--- config.mk ---
export PLATFORM = sky130hd
export DESIGN_NAME = shape_processor_ctrl_writer
export DESIGN_NICKNAME = d
export VERILOG_FILES = /design/src/rtl/shape_processor_ctrl_writer.sv
export SDC_FILE = /design/constraint.sdc
export NUM_CORES = 1
export LEC_CHECK = 0
export BUFFER_PORTS_ARGS = -buffer_cell sky130_fd_sc_hd__buf_2
export CAP_MARGIN = 25
export CORE_MARGIN = 2
export CORE_UTILIZATION = 35
export DETAILED_ROUTE_END_ITERATION = 10
export SLEW_MARGIN = 20
export SYNTH_ARGS = -nofsm -noshare
export SYNTH_HDL_FRONTEND = slang
export SYNTH_SLANG_ARGS = --single-unit
--- constraint.sdc ---
create_clock -name clk -period 2.12 [get_ports clk]
set_input_delay 0.212 -clock clk [delete_from_list [all_inputs] [get_ports clk]]
set_output_delay 0.212 -clock clk [all_outputs]
set_load 0.005 [all_outputs]
--- src/rtl/shape_processor_ctrl_writer.sv ---
// Bus initiator that programs the shape processor CTRL SFR (SHAPE[17:16], OPERATION[5:0]).
// It resolves KEEP fields against a local shadow, pre-checks legality, writes, then reads back to classify.
module shape_processor_ctrl_writer #(
  parameter int                ADDR_W    = 8,
  parameter logic [ADDR_W-1:0] CTRL_ADDR = 8'h00,
  parameter int                TIMEOUT   = 16
) (
  input  logic              clk,
  input  logic              rst_n,
  input  logic              req_valid,
  output logic              req_ready,
  input  logic [1:0]        req_shape,
  input  logic [5:0]        req_operation,
  output logic              bus_write,
  output logic              bus_read,
  output logic [ADDR_W-1:0] bus_addr,
  output logic [31:0]       bus_wdata,
  input  logic              bus_ready,
  input  logic [31:0]       bus_rdata,
  output logic              resp_valid,
  input  logic              resp_ready,
  output logic [1:0]        resp_code,
  output logic [1:0]        cur_shape,
  output logic [5:0]        cur_operation
);

  typedef enum logic [2:0] {S_INIT, S_IDLE, S_WR, S_RD, S_RESP} state_t;
  typedef enum logic [1:0] {RC_OK, RC_LOCAL_REJECT, RC_HW_REJECT, RC_ERROR} resp_t;

  localparam int          CNT_W   = (TIMEOUT > 2) ? $clog2(TIMEOUT) : 1;
  localparam logic [CNT_W-1:0] CNT_MAX = CNT_W'(TIMEOUT - 1);

  state_t           state;
  logic [CNT_W-1:0] cnt;
  logic [1:0]       shadow_shape, old_shape, eff_shape_q;
  logic [5:0]       shadow_op, old_op, eff_op_q;
  logic [1:0]       eff_shape, rb_shape;
  logic [5:0]       eff_op, rb_op;
  logic             op_known, local_reject, timed_out;
  logic             unused_rdata;

  function automatic logic pair_legal(input logic [1:0] s, input logic [5:0] o);
    case (o)
      6'h00, 6'h01: return (s == 2'b01) || (s == 2'b10);
      6'h10:        return (s == 2'b01);
      6'h20, 6'h21: return (s == 2'b10);
      default:      return 1'b0;
    endcase
  endfunction

  assign req_ready     = (state == S_IDLE);
  assign bus_addr      = CTRL_ADDR;
  assign cur_shape     = shadow_shape;
  assign cur_operation = shadow_op;
  assign rb_shape      = bus_rdata[17:16];
  assign rb_op         = bus_rdata[5:0];
  assign unused_rdata  = ^{bus_rdata[31:18], bus_rdata[15:6]};
  assign timed_out     = (cnt == CNT_MAX);

  always_comb begin
    eff_shape    = (req_shape == 2'b11) ? shadow_shape : req_shape;
    eff_op       = (req_operation == 6'h3F) ? shadow_op : req_operation;
    op_known     = (req_operation inside {6'h00, 6'h01, 6'h10, 6'h20, 6'h21, 6'h3F});
    local_reject = (req_shape == 2'b00) || !op_known || !pair_legal(eff_shape, eff_op);
  end

  // NOTE: every register here is assigned with <= so all of them sample the same pre-edge values;
  // NOTE: the async reset clears the whole state, so an access in flight is abandoned instantly.
  always_ff @(posedge clk or negedge rst_n) begin
    if (!rst_n) begin
      state        <= S_INIT;
      cnt          <= '0;
      bus_write    <= 1'b0;
      bus_read     <= 1'b0;
      bus_wdata    <= '0;
      resp_valid   <= 1'b0;
      resp_code    <= RC_OK;
      shadow_shape <= '0;
      shadow_op    <= '0;
      old_shape    <= '0;
      old_op       <= '0;
      eff_shape_q  <= '0;
      eff_op_q     <= '0;
    end else begin
      case (state)
        S_INIT: begin
          // First cycle out of reset starts the read; a timeout leaves the shadow at zero.
          if (!bus_read) begin
            bus_read <= 1'b1;
            cnt      <= '0;
          end else if (bus_ready) begin
            shadow_shape <= rb_shape;
            shadow_op    <= rb_op;
            bus_read     <= 1'b0;
            state        <= S_IDLE;
          end else if (timed_out) begin
            bus_read <= 1'b0;
            state    <= S_IDLE;
          end else begin
            cnt <= cnt + 1'b1;
          end
        end
        S_IDLE: begin
          if (req_valid) begin
            eff_shape_q <= eff_shape;
            eff_op_q    <= eff_op;
            old_shape   <= shadow_shape;
            old_op      <= shadow_op;
            if (local_reject) begin
              resp_code  <= RC_LOCAL_REJECT;
              resp_valid <= 1'b1;
              state      <= S_RESP;
            end else begin
              // Raw fields go out, so KEEP encodings reach the register untouched.
              bus_write <= 1'b1;
              bus_wdata <= {14'b0, req_shape, 10'b0, req_operation};
              cnt       <= '0;
              state     <= S_WR;
            end
          end
        end
        S_WR: begin
          if (bus_ready) begin
            bus_write <= 1'b0;
            bus_wdata <= '0;
            bus_read  <= 1'b1;
            cnt       <= '0;
            state     <= S_RD;
          end else if (timed_out) begin
            bus_write  <= 1'b0;
            bus_wdata  <= '0;
            resp_code  <= RC_ERROR;
            resp_valid <= 1'b1;
            state      <= S_RESP;
          end else begin
            cnt <= cnt + 1'b1;
          end
        end
        S_RD: begin
          if (bus_ready) begin
            bus_read     <= 1'b0;
            shadow_shape <= rb_shape;
            shadow_op    <= rb_op;
            resp_valid   <= 1'b1;
            state        <= S_RESP;
            if ({rb_shape, rb_op} == {eff_shape_q, eff_op_q})
              resp_code <= RC_OK;
            else if (({rb_shape, rb_op} == {old_shape, old_op}) &&
                     ({old_shape, old_op} != {eff_shape_q, eff_op_q}))
              resp_code <= RC_HW_REJECT;
            else
              resp_code <= RC_ERROR;
          end else if (timed_out) begin
            bus_read   <= 1'b0;
            resp_code  <= RC_ERROR;
            resp_valid <= 1'b1;
            state      <= S_RESP;
          end else begin
            cnt <= cnt + 1'b1;
          end
        end
        S_RESP: begin
          if (resp_ready) begin
            resp_valid <= 1'b0;
            state      <= S_IDLE;
          end
        end
        default: state <= S_INIT;
      endcase
    end
  end

endmodule

# After elaboration in Yosys (flattened, before gate mapping)
# Index checks and enable logic that the tools add are counted.
# W data, S select, Z words.
[op_classes] add_sub_neg=1 n_eq_ne=30 muxes=56 n_reduce_logical=27
[op_table] op="$mux W32" count=4
[op_table] op="$pmux W32 S2" count=1
[op_table] op="$eq A6 B6 Y1 const B" count=5
[op_table] op="$mux W3" count=9
[op_table] op="$mux W4" count=6
[op_table] op="$mux W2" count=9
[op_table] op="$mux W6" count=3
[op_table] op="$eq A8 B8 Y1" count=2
[op_table] op="$pmux W4 S4" count=1
[op_table] op="$mux W1" count=15
[op_table] op="$pmux W3 S5" count=1
[op_table] op="$eq A6 B1 Y1 const B" count=2
[op_table] op="$eq A6 B5 Y1 const B" count=2
[op_table] op="$logic_not A6 Y1" count=2
[op_table] op="$ne A2 B2 Y1 const B" count=6
[op_table] op="$pmux W6 S2" count=1
[op_table] op="$reduce_and A4 Y1" count=3
[op_table] op="$ne A3 B3 Y1 const B" count=3
[op_table] op="$ne A8 B8 Y1" count=1
[op_table] op="$reduce_bool A4 Y1" count=2
[op_table] op="$eq A3 B2 Y1 const B" count=2
[op_table] op="$pmux W1 S3" count=2
[op_table] op="$pmux W2 S3" count=1
[op_table] op="$reduce_and A3 Y1" count=2
[op_table] op="other kinds (21)" count=29
[word_totals] regBits=68 output_inout_bits=54 word_cells=127

# Depth between registers and ports, before layout
[logic_depth] ltp_word=10 depth_mapped=10 ltp_nobuf=10

# Worst setup path before layout
# No wires, ideal clock.
[synth_path] path_kind="register -> register" startpoint="reg shadow_shape[1] (netlist: cur_shape[1])" endpoint="reg cnt[1]" setup_ps=127 arrival_ps=2190 required_time_ps=1993 setup_slack_ps=-198 path_stages_with_launch=8 synth_period_minus_slack_ps=2318 path_cell_list="dfrtp_1 -> o21ai_0 -> ha_1 -> or2b_1 -> a22oi_1 -> o221ai_2 -> o41ai_4 -> mux2_1"
[synth_between] elab_chain_len=8
[synth_rtl] item="start: declaration" line_no="35" rtl="logic [1:0] shadow_shape, old_shape, eff_shape_q;"
[synth_rtl] item="start signal: assignment" line_no="92" rtl="shadow_shape <= rb_shape;"
[synth_rtl] item="start signal: assignment" line_no="142" rtl="shadow_shape <= rb_shape;"
[synth_rtl] item="$mux W2 (*)" line_no="61" rtl="eff_shape = (req_shape == 2'b11) ? shadow_shape : req_shape;"
[synth_rtl] item="$eq A2 B1 Y1 or $eq A2 B2 Y1 (tied branches)" line_no="44, 45, 46"
[synth_rtl] item="$logic_or A1 B1 Y1" line_no="44" rtl="6'h00, 6'h01: return (s == 2'b01) || (s == 2'b10);"
[synth_rtl] item="$pmux W1 S3 (*)" line_no="43" rtl="case (o)"
[synth_rtl] item="$logic_not A1 Y1 (*)" line_no="64" rtl="local_reject = (req_shape == 2'b00) || !op_known || !pair_legal(eff_shape, eff_op);"
[synth_rtl] item="$logic_or A1 B1 Y1 (*)" line_no="64"
[synth_rtl] item="$ne A2 B2 Y1 (no source line) (*)"
[synth_rtl] item="$reduce_and A3 Y1 (no source line) (*)"
[synth_rtl] item="end signal: assignment" line_no="100" rtl="cnt <= cnt + 1'b1;"
[synth_rtl] item="end signal: assignment" line_no="136" rtl="cnt <= cnt + 1'b1;"
[synth_rtl] item="end signal: assignment" line_no="159" rtl="cnt <= cnt + 1'b1;"
[synth_rtl] item="end: declaration" line_no="34" rtl="logic [CNT_W-1:0] cnt;"
# Mark *: on every way between the ends. The rest lies on a longest branch, timed or not.
# A chain may end at the register's enable or synchronous reset.

# Worst setup path in the final report
# Same ends and word-level chain as after synthesis.

==> summary.txt <==
Critical path
  – Register-to-register setup slack: -0.14 ns
  – Worst Setup EP: cnt[1]
  – RR Startpoint: cur_shape[1]
  – CP startpoint kind: flip-flop
  – Max incr delay on CP: 0.40 ns
  – CP bufs+invs: 0
  – Reg2reg end: cnt[1]
  – CP Data Arrival Time: 2.44 ns
  – CP max-delay cell: dfrtp_1
  – Reg2Reg Depth: 7
  – Top Family by Delay on Critical Path: compound AO/OA/AOI/OAI gates
  – Critical Path Stages: 7
  – Setup Crit Path Kind: flip-flop to flip-flop
  – CP Capture Type: flip-flop
  – Worst Path Max Fanout: 2
  – Critical path cell sequence: o21ai_2 -> ha_2 -> or2b_1 -> a22oi_2 -> o221ai_4 -> o41ai_4 -> mux2_1
  – CP startpoint: cur_shape[1]
  – WP data required: 2.31 ns

Synthesis
  – Yosys warning count: 0
  – Area of the mapped netlist: 0.00286 mm²
  – FF+latch count, synth: 44
  – Ys flop type: dfrtp_1
  – Yosys cell types: 60
  – Post-synthesis sequential area ratio: 38.5%
  – Post-synth EDFFs: 0
  – Ys async rst share: 100%
  – Synth area leader: dfrtp_1
  – Synth top area share: 38.5%
  – Post-Synthesis Cells: 311
  – Top area cells in the synthesized netlist: dfrtp_1, buf_4, nand2_1, xor2_1, mux2_2
  – Syn avg cell area: 9.20 µm²

Power
  – Switch share: 41.3%
  – Clock share of power: 14.4%
  – Pwr dens: 1180 mW/mm²
  – Sequential power share: 39.2%
  – Worst VDD drop: 0.370 mV
  – Leak: 1.55 nW
  – Int Pwr: 0.00235 W
  – Comb power frac: 46.4%
  – Net Sw Power: 0.00166 W

Routing
  – Initial DRC Count: 132
  – Drt via density: 5.11
  – Iteration count of the initial detailed-routing pass: 4
  – Final WL: 6.96 mm
  – Post-DRT Antenna Nets: 0
  – Vias: 2,421
  – Remaining DRCs: 0
  – Wire length per cell: 14.7 µm

Placed design
  – Dpl cells: 460
  – Gpl congestion: 0.941
  – Place WS: -0.169 ns
  – Detailed Place HPWL: 5.12 mm
  – Placed inst area: 0.00315 mm²
  – I/O Buffers: 42

Clock tree
  – Clock slew at reported path FFs: 0.09 ns
  – CTS tree: built
  – CTS H-tree depth: 2
  – CTS Buf Count: 5
  – Worst-case clock buffer depth: 2
  – Clk_lat worst skew: 0.31 ns
  – Sink Count: 44
  – CTS Root Cell: clkbuf_8

Floorplan
  – I/O Pins: 99
  – FP Rows: 32
  – Die footprint: 0.00892 mm²
  – Die Span Y: 94.4 µm
  – Initial Utilization: 36.7%
  – Die width: 94.4 µm
  – Core Area: 0.00781 mm²

STA
  – Count of final setup violators: 18
  – Least-Margin Pin Slew: 0.693 ns
  – Worst hold slack: 0.102 ns
  – Final Cycle Share: 106%
  – Tmin final: 2.26 ns
  – Worst Clk Skew: 0.0102 ns
  – RSZ-0062 raised after global routing: yes
  – Final Hold Viols: 0
  – Final WS setup: -0.136 ns
  – Achievable frequency: 443 MHz
  – Slew margin rel.: 53.3%
  – Fin. max-slew vios: 0

Run
  – Max cap viols: 0

Final layout
  – Fin cells: 474
  – Synth-to-Final Area Change: 18.3%
  – Final design utilization: 43.4%
  – Final instance area: 0.00339 mm²
  – Final #Nets: 419
  – ANT cells: 0
  – Share of post-route cells with drive strength above 1: 29.3%
  – Filler cells: 771
  – Multi-input logic area: 0.00161 mm²
  – Register Area: 0.00110 mm²

GRT
  – GRT Residual Overflow: 0
  – First-pass GRT wire length: 11.6 mm
  – Initial antenna violation count: 0
  – Largest net degree at the start of global routing: 27
  – All-Layer GR Usage: 16.5%
  – Vias in the first global route: 2,322

Hold path
  – Hold WC Path Type: input port to flip-flop
  – Hold Startpoint: resp_ready

Status
  – Failing checks: setup timing
  – Status: finished, violations left
## placed cells by master (no fill, tap or decap), types with 3 or more instances in the layout
master	instances
dfrtp_1	44
or2b_2	3
nor2_1	11
nand2_1	44
buf_4	19
buf_2	42
clkbuf_8	6
a21oi_1	10
xnor2_1	8
nand3_1	12
mux2_2	9
a31oi_1	3
nand2b_1	4
inv_1	13
o21ai_2	3
nand4_1	5
conb_1	32
xor2_1	16
nor4_1	5
nor3_1	3
o21ai_0	15
o2bb2ai_1	9
## logic make-up (layout without fill, tap and decap cells)
logic type	count (synthesis)	in the layout	share of synthesized area [%]
AND/OR/NAND/NOR	97	97	16.5
AO/OA/AOI/OAI	76	76	19.7
buffers and inverters	56	86	12.7
flip-flops	44	44	38.5
XOR/XNOR	24	24	7.34
multiplexers	10	10	3.93
adder cells (fa/ha/maj)	3	3	1.31
other	1	32	0.131
## Yosys cell counts (3+ instances only)
| cell | number |
|---|---|
| a21oi_1 | 12 |
| a31oi_1 | 3 |
| buf_4 | 33 |
| clkbuf_1 | 5 |
| dfrtp_1 | 44 |
| ha_1 | 3 |
| inv_1 | 13 |
| mux2_2 | 9 |
| nand2_1 | 46 |
| nand2b_1 | 4 |
| nand3_1 | 12 |
| nand4_1 | 5 |
| nor2_1 | 11 |
| nor3_1 | 3 |
| nor4_1 | 5 |
| o21ai_0 | 17 |
| o2bb2ai_1 | 10 |
| or2b_2 | 3 |
| xnor2_1 | 8 |
| xor2_1 | 16 |
## layout make-up
class | instances | area share, %
multi-input combinational | 242 | 47.5
sequential | 44 | 32.5
timing repair buffer | 65 | 12.0
tap | 102 | 3.77
clock buffer | 7 | 2.55
inverter | 13 | 1.44
clock inverter | 1 | 0.222
## worst register-to-register path, delay by kind of cell, from the launching register on
kind,cells,cell delay [ns]
adder cells (fa/ha/maj),1,0.19
AO/OA/AOI/OAI,4,0.95
flip-flops,1,0.40
AND/OR/NAND/NOR,1,0.23
multiplexers,1,0.37
## stage by stage
stage	power [W]	setup TNS, ns
floorplan	0.00272	-0.0211
global placement	0.00329	-2.04
detailed placement	0.00334	-2.27
CTS	0.00398	-1.22
global route	0.00435	-3.75
finish	0.00401	-1.49
## sequential cells by signal, summed over array words and instances, names as in the netlist
name and cells:
bus_read 1, bus_wdata 8, bus_write 1, cnt 4, cur_operation 6, cur_shape 2, eff_op_q 6, eff_shape_q 2
old_op 6, old_shape 2, resp_code 2, resp_valid 1, state 3
## power groups by stage
stage	combinational, W	clock [W]	sequential [W]
after floorplan	0.00122	0	0.00150
after global placement	0.00171	0	0.00158
after detailed placement	0.00176	0	0.00158
after CTS	0.00182	0.000593	0.00157
after global routing	0.00209	0.000621	0.00164
final	0.00186	0.000577	0.00157
## routing by layer
metal	global-route usage (%)	part of all wire (%)	routed length (µm)	vias to the layer above
li1	-	-	-	1154
met1	22.5	46	3230	1180
met2	27.0	47	3300	78
met3	3.19	4.8	331	9
met4	4.23	1.4	98	0
met5	0	0	0	-
## how the worst min path moves through the flow
stage	cells past startpoint	end	slack, ns
floorplan	0	bus_read	-0.08
global placement	1	resp_valid	0.22
detailed placement	1	state[2]	0.22
CTS	2	state[2]	0.1
global route	2	state[2]	0.09
finish	2	state[2]	0.10
## what timing repair did
action / 4_1_cts / 5_1_grt
hold buffers: 1 / 0
pin swaps: 3 / 14
gates resized for setup: 8 / 13
endpoints found under the hold margin: 18 / 0
gates cloned: 0 / 0
buffers inserted: 4 / 1
setup endpoints to repair: 17 / 18
No activity file was read; power rests on OpenSTA's default activity.
